## config.mk

```make
export PLATFORM = sky130hd
export DESIGN_NAME = serial_subtractor
export DESIGN_NICKNAME = d
export VERILOG_FILES = /design/src/rtl/serial_subtractor_pkg.sv /design/src/rtl/serial_subtractor_cell.sv /design/src/rtl/serial_subtractor.sv
export SDC_FILE = /design/constraint.sdc
export NUM_CORES = 1
export LEC_CHECK = 0
export BUFFER_PORTS_ARGS = -buffer_cell sky130_fd_sc_hd__buf_2
export CAP_MARGIN = 20
export CORE_MARGIN = 4
export CORE_UTILIZATION = 49
export DETAILED_ROUTE_END_ITERATION = 7
export GPL_ROUTABILITY_DRIVEN = 0
export GPL_TIMING_DRIVEN = 0
export PLACE_DENSITY = 0.82
export REMOVE_ABC_BUFFERS = 1
export SYNTH_ARGS = -nofsm -noshare
export SYNTH_HDL_FRONTEND = slang
export SYNTH_SLANG_ARGS = --single-unit
```

## constraint.sdc

```tcl
create_clock -name clk -period 1.2 [get_ports clk]
set_input_delay 0.06 -clock clk [delete_from_list [all_inputs] [get_ports clk]]
set_output_delay 0.06 -clock clk [all_outputs]
set_load 0.05 [all_outputs]
```

## src/rtl/serial_subtractor_pkg.sv

```systemverilog
// Shared definitions for the bit-serial subtractor.
//   state_e       : FSM encoding (IDLE / SHIFT / DONE, 2 bits)
//   DEFAULT_WIDTH : default operand/result width
package serial_subtractor_pkg;

  localparam int DEFAULT_WIDTH = 8;

  typedef enum logic [1:0] {
    ST_IDLE  = 2'd0,
    ST_SHIFT = 2'd1,
    ST_DONE  = 2'd2
  } state_e;

endpackage

```

## src/rtl/serial_subtractor_cell.sv

```systemverilog
// Single-bit full subtractor: computes X - Y - Bin.
//   X, Y : operand bits
//   Bin  : borrow in
//   D    : difference bit
//   Bout : borrow out (set when X < Y + Bin)
module full_subtractor (
  input  logic X,
  input  logic Y,
  input  logic Bin,
  output logic D,
  output logic Bout
);

  assign D    = X ^ Y ^ Bin;
  assign Bout = (~X & Y) | (~(X ^ Y) & Bin);

endmodule

```

## src/rtl/serial_subtractor.sv

```systemverilog
// Bit-serial unsigned subtractor, diff = a - b, LSB first, one bit per clock.
//   clk, rst   : clock, synchronous active-high reset
//   start      : request, sampled only in IDLE; a/b captured on that edge
//   busy       : high while bits are processed (SHIFT)
//   done       : one-cycle pulse when diff/borrow_out are updated
//   diff       : a - b mod 2^WIDTH, held between completions
//   borrow_out : 1 iff a < b
module serial_subtractor
  import serial_subtractor_pkg::*;
#(
  parameter int WIDTH = DEFAULT_WIDTH
) (
  input  logic             clk,
  input  logic             rst,
  input  logic             start,
  input  logic [WIDTH-1:0] a,
  input  logic [WIDTH-1:0] b,
  output logic             busy,
  output logic             done,
  output logic [WIDTH-1:0] diff,
  output logic             borrow_out
);

  localparam int CNT_W = $clog2(WIDTH);

  state_e             state_q, state_d;
  logic [WIDTH-1:0]   a_sh_q, a_sh_d;
  logic [WIDTH-1:0]   b_sh_q, b_sh_d;
  logic [WIDTH-1:0]   res_q, res_d;
  logic               bor_q, bor_d;
  logic [CNT_W-1:0]   cnt_q, cnt_d;
  logic [WIDTH-1:0]   diff_q, diff_d;
  logic               bout_q, bout_d;

  logic cell_d, cell_bout;

  full_subtractor u_cell (
    .X    (a_sh_q[0]),
    .Y    (b_sh_q[0]),
    .Bin  (bor_q),
    .D    (cell_d),
    .Bout (cell_bout)
  );

  always_comb begin
    state_d = state_q;
    a_sh_d  = a_sh_q;
    b_sh_d  = b_sh_q;
    res_d   = res_q;
    bor_d   = bor_q;
    cnt_d   = cnt_q;
    diff_d  = diff_q;
    bout_d  = bout_q;
    case (state_q)
      ST_IDLE: begin
        if (start) begin
          a_sh_d  = a;
          b_sh_d  = b;
          bor_d   = 1'b0;
          cnt_d   = '0;
          state_d = ST_SHIFT;
        end
      end
      ST_SHIFT: begin
        a_sh_d = a_sh_q >> 1;
        b_sh_d = b_sh_q >> 1;
        // Result fills from the top so the first (LSB) bit lands in bit 0
        // after WIDTH shifts.
        res_d  = {cell_d, res_q[WIDTH-1:1]};
        bor_d  = cell_bout;
        cnt_d  = cnt_q + 1'b1;
        if (cnt_q == CNT_W'(WIDTH - 1)) begin
          // Publish straight from the cell so the output updates on the
          // same edge that processes the last bit.
          diff_d  = {cell_d, res_q[WIDTH-1:1]};
          bout_d  = cell_bout;
          cnt_d   = '0;
          state_d = ST_DONE;
        end
      end
      ST_DONE: state_d = ST_IDLE;
      default: state_d = ST_IDLE;
    endcase
  end

  always_ff @(posedge clk) begin
    if (rst) begin
      state_q <= ST_IDLE;
      a_sh_q  <= '0;
      b_sh_q  <= '0;
      res_q   <= '0;
      bor_q   <= 1'b0;
      cnt_q   <= '0;
      diff_q  <= '0;
      bout_q  <= 1'b0;
    end else begin
      state_q <= state_d;
      a_sh_q  <= a_sh_d;
      b_sh_q  <= b_sh_d;
      res_q   <= res_d;
      bor_q   <= bor_d;
      cnt_q   <= cnt_d;
      diff_q  <= diff_d;
      bout_q  <= bout_d;
    end
  end

  assign busy       = (state_q == ST_SHIFT);
  assign done       = (state_q == ST_DONE);
  assign diff       = diff_q;
  assign borrow_out = bout_q;

endmodule
```

### Yosys cells after proc, flatten, opt, wreduce, memory -nomap -nowiden

Cells that the tools add are included.

| cells by class | value |
|---|---|
| shifts and indexed selects | 0 |
| eq/ne operators | 5 |
| add/sub/neg operators | 1 |
| div/mod/pow operators | 0 |
| muxes and demuxes | 12 |
| $lt $le $gt $ge | 0 |
| bitwise operators | 7 |
| $mul | 0 |
| reductions and logical operators | 5 |

Operator list:

| kind | count |
|---|---|
| 8-bit case mux with 2 select lines | 2 |
| 8-bit two-way mux | 2 |
| 3-bit two-way mux | 2 |
| 3-bit case mux with 2 select lines | 1 |
| 2-bit AND reduction | 3 |
| 2-bit two-way mux | 2 |
| 2-bit case mux with 2 select lines | 1 |
| 3-bit by 1-bit adder with 3-bit output (second input constant) | 1 |
| 3-bit == test (second input constant) | 1 |
| 1-bit AND | 2 |
| 2-bit by 1-bit == test with 1-bit output (second input constant) | 1 |
| 2-bit == test (second input constant) | 1 |
| 2-bit zero test | 1 |
| 2-bit by 1-bit inequality test with 1-bit output (second input constant) | 1 |
| 2-bit inequality test (second input constant) | 1 |
| 1-bit inverter | 2 |
| 1-bit case mux with 2 select lines | 1 |
| 2-bit nonzero test | 1 |
| 1-bit bitwise XOR | 2 |
| 1-bit two-way mux | 1 |
| 1-bit bitwise OR | 1 |

| storage, ports and cells | value |
|---|---|
| output and inout bits | 11 |
| memories kept | 0 |
| flip-flop bits (word level) | 39 |
| latch bits | 0 |
| bits in writable memories | 0 |
| input port bits | 19 |
| ROM bits | 0 |
| logic and storage cells | 38 |

### Logic depth before layout (Yosys ltp)

| logic depth | value |
|---|---|
| word-level depth | 5 |
| gate-level depth with buffers | 6 |

### Modules after synthesis

Synthesis repeated with hierarchy kept, for this count alone.

| second synthesis, totals | value |
|---|---|
| cells, all modules | 171 |
| area total of the unflattened synthesis | 1667.8 sq um |

Modules (own cells, without submodules):

| module | area an instance (sq um) | seq. area each (sq um) | cells an instance | instances |
|---|---|---|---|---|
| serial_subtractor | 1636.6 | 760.7 | 167 | 1 |
| full_subtractor | 31.3 | 0.0 | 4 | 1 |

### Worst setup path after synthesis

Ideal clock, no wire load.

| timing | value |
|---|---|
| path type | reg2out |
| from | register state_q[0] |
| to | output port done |
| stages on the path, launching flop included | 4 |
| arrival time | 1312 ps |
| setup slack | -172 ps |
| path through | dfxtp_1 -> buf_6 -> buf_12 -> nor2b_1 |

| on the way | value |
|---|---|
| word-level cells in the longest chain between the ends | 1 |

RTL lines:

| element | RTL line | source |
|---|---|---|
| start, declared | serial_subtractor.sv:26 | `state_e state_q, state_d;` |
| start signal, assigned | serial_subtractor.sv:97 | `state_q <= state_d;` |
| 2-bit == test | serial_subtractor.sv:109 | `assign done = (state_q == ST_DONE);` |
| end, declared | serial_subtractor.sv:19 | `output logic done,` |

No other way between the ends.

### Worst setup path after layout

| timing | value |
|---|---|
| from | register cnt_q[1] |
| to | register diff_q[1], in the netlist diff[1] |

| on the way | value |
|---|---|
| word-level cells in the longest chain between the ends | 2 |

RTL lines:

| element | RTL line | source |
|---|---|---|
| start, declared | serial_subtractor.sv:31 | `logic [CNT_W-1:0] cnt_q, cnt_d;` |
| start signal, assigned | serial_subtractor.sv:102 | `cnt_q <= cnt_d;` |
| 3-bit == test | serial_subtractor.sv:72 | `if (cnt_q == CNT_W'(WIDTH - 1)) begin` |
| 2-bit AND reduction (no source line) | - |  |
| end signal, assigned | serial_subtractor.sv:103 | `diff_q <= diff_d;` |
| end, declared | serial_subtractor.sv:32 | `logic [WIDTH-1:0] diff_q, diff_d;` |

No other way between the ends.
A chain may end at the register's enable or synchronous reset.

==> key figures <==
STA
  • Min Hold Slack: a little under 70 ps
  • RSZ-0062 raised after global routing: yes
  • Setup violators final: 9
  • Final Cycle Share: 103.8%
  • Fin Clk Skew: 6.925 ps
  • Worst setup margin: -45.28 ps
  • FMAX: 0.8030 GHz
  • Max-slew headroom: between 30 and 40%
  • Worst-Margin Slew: 906.8 ps
  • Final min period: roughly 1200 ps
  • Fin. Hold Viols: 0
  • Max Slew Vio Count: 0

Final layout
  • Commonest non-fill, non-tap cell in the layout: dfxtp_1
  • # fillers: 238
  • ANT cells: 0
  • Most frequent cells in the layout: 33 x dfxtp_1, 27 x buf_2, 20 x nand2_1
  • Finished Cell Area: roughly 0.0022 mm²
  • Layout area overhead: 28.82%
  • # nets final: 233
  • Layout cells sized above 1: 50.00%

Clock network
  • Clk root buf: clkbuf_4
  • Clock sinks: 38
  • Deepest clock path buffer count: 2
  • CTS Buf Count: 5
  • CTS tree: built
  • Clk slew on worst S/H paths: 110 ps
  • Clk_lat worst skew: approximately 350 ps
  • Htree depth: 2

Critical path
  • Crit-path cells: ha_4 -> ha_4 -> nand3b_1 -> buf_6 -> nand2_2 -> a21oi_2
  • WP data arrival: between 1500 and 2000 ps
  • Critical-path top delay cell: dfxtp_2
  • Critical Path RT: roughly 1500 ps
  • Worst stage delay on the critical path: around 350 ps
  • Startpoint Class: register
  • Worst Path Max Fanout: 5
  • Critical Path Most Common Cell: ha_4
  • Kind of critical path: register to register
  • CP endpoint kind: register

Global routing
  • GRT overflow: 0
  • Largest net degree at the start of global routing: 39
  • Vias in the first global route: 1,316
  • Initial antenna violation count: 0
  • First-pass GRT wire length: between 5 and 6 mm
  • Total Routing Usage GR: 17.49%

Detailed routing
  • DRT antenna net count: 0
  • Initial DRC Count: ~100
  • DRC Markers: 0
  • Via count: approximately 1,400
  • Per-cell routed wire length: 14.57 µm
  • TritonRoute pass-1 iters: 4
  • DRT Wirelength: 3.730 mm
  • Vias per cell: roughly 5.5

Power and ir drop
  • Combinational share of power: between 15 and 20%
  • Switching Share: roughly a quarter
  • P_sw: about 640 µW
  • Seq pwr share: 56.0%
  • Clk network pwr share: 28.6%
  • LEAKAGE: 0.8429 nW
  • Internal: between 1.5 and 2 mW
  • Max IR drop VDD: about 0.00066 V
  • Power Density: between 1000 and 1500 mW/mm²

Logic synthesis
  • Mapped Cells: between 150 and 200
  • Synth Area per Inst: approximately 9.9 µm²
  • Async S/R FF share, synth: 0%
  • Yosys reg bits: 38
  • Number of enable flip-flop cells after synthesis: 0
  • Top_reg_cell synth: dfxtp_1
  • Mapped cell area: roughly 0.0017 mm²
  • Synthesis Warnings: 0
  • Yosys cell types: 26
  • Sequential share of the synthesized area: around 46%

Run status
  • Failing checks: negative setup slack
  • Status: finished, violations left

Floorplanning
  • Full die area: approximately 0.0044 mm²
  • Die extent in y: between 60 and 70 µm
  • FP Rows: 20
  • Initial Util: between 50% and 60%
  • Num ports: 30
  • Die X: around 66 µm
  • Core Box Area: around 0.0032 mm²

Placed design
  • I/O Buffers: 29
  • Area post-placement: approximately 0.0018 mm²
  • Placed wire-length estimate: between 1.5 and 2 mm

Job
  • Max Cap Viol: 0

Min path
  • Min-delay worst type: primary input to register
## power by group through the flow
stage	combinational [mW]	sequential, mW	clock, mW
6_report	0.373	1.36	0.693
5_1_grt	0.403	1.36	0.757
4_1_cts	0.346	1.35	0.696
3_5_place_dp	0.272	1.40	0
3_3_place_gp	0.263	1.40	0
2_1_floorplan	0.189	1.39	0
## cell type report
class	instances	area (µm²)	area share (%)
clock buffers	7	55.05	2.557
clock inverters	1	5.005	0.2324
inverters	4	22.52	1.046
multi-input cells	118	940.9	43.70
flip-flops and latches	38	772.0	35.85
well taps	44	55.05	2.557
repair buffers	44	302.8	14.06
## stage by stage
stage / setup slack, ps / utilization [%] / setup TNS, ps / cells / power [mW]
2_1_floorplan: -636.6 / - / -18110 / 157 / 1.576
3_3_place_gp: -885.9 / 55.63 / -28360 / 230 / 1.660
3_5_place_dp: -901.4 / 55.63 / -30110 / 230 / 1.670
4_1_cts: -10.75 / 64.09 / -28.80 / 250 / 2.396
5_1_grt: -98.76 / 68.29 / -758.5 / 256 / 2.523
6_report: -45.28 / 68.29 / -267.2 / 256 / 2.422
## cells by family (layout without fill, tap and decap cells)
group,count (synthesis),count (layout),share of synthesized area [%]
adders and majority gates,3,3,2.694
DFF,38,38,45.51
buffers and inverters,16,56,7.934
muxes,15,15,8.982
AOI/OAI and AO/OA,38,40,19.61
and+or+nand+nor,59,60,15.27
## path summary, 6_finish.rpt
path              startpoint  depth (start not counted)        end  slack (ps)
setup reg to reg    cnt_q[1]                          6    diff[1]         -50
setup / recovery    cnt_q[1]                          6    diff[1]         -50
hold reg to reg      diff[0]                          2    diff[0]         470
hold / removal          b[4]                          3  b_sh_q[4]          70
## routing by layer
metal	GRT usage, %	vias to the layer above	part of all wire [%]
li1	-	672	-
met1	21.40	681	43
met2	27.39	37	49
met3	3.401	15	4.7
met4	11.93	0	3.4
met5	0	-	0
## sequential cells by signal, summed over array words and instances, names as in the netlist
register / flops
diff: 8
res_q: 7
b_sh_q: 8
bor_q: 1
cnt_q: 3
borrow_out: 1
state_q: 2
a_sh_q: 8
## repair_timing
item / CTS / global route
setup buffers: 8 / 4
hold endpoints to repair: 2 / 0
hold buffers: 2 / 0
cloned: 2 / 2
resized for setup: 32 / 25
pin swaps: 8 / 15
endpoints found under the setup margin: 40 / 21
## critical path: cells and delay by family, from the launching register on
kind	cells	cell delay (ps)
simple gates	2	220
compound gates	1	110
fa+ha+maj	2	330
flops	1	350
buf+inv	1	170
## cells in the mapped netlist (3+ instances only)
| cell | instances | area share, % |
|---|---|---|
| buf_6 | 5 | 3.4 |
| nor2_2 | 6 | 2.2 |
| a21oi_1 | 15 | 4.5 |
| mux2i_1 | 15 | 9.0 |
| dfxtp_1 | 38 | 46 |
| a22oi_1 | 5 | 2.2 |
| inv_1 | 3 | 0.67 |
| nor2_1 | 17 | 3.8 |
| nand2_1 | 30 | 6.7 |
| clkbuf_1 | 3 | 0.67 |
| a211oi_2 | 14 | 10 |
Power figures use the tool's default switching activity.
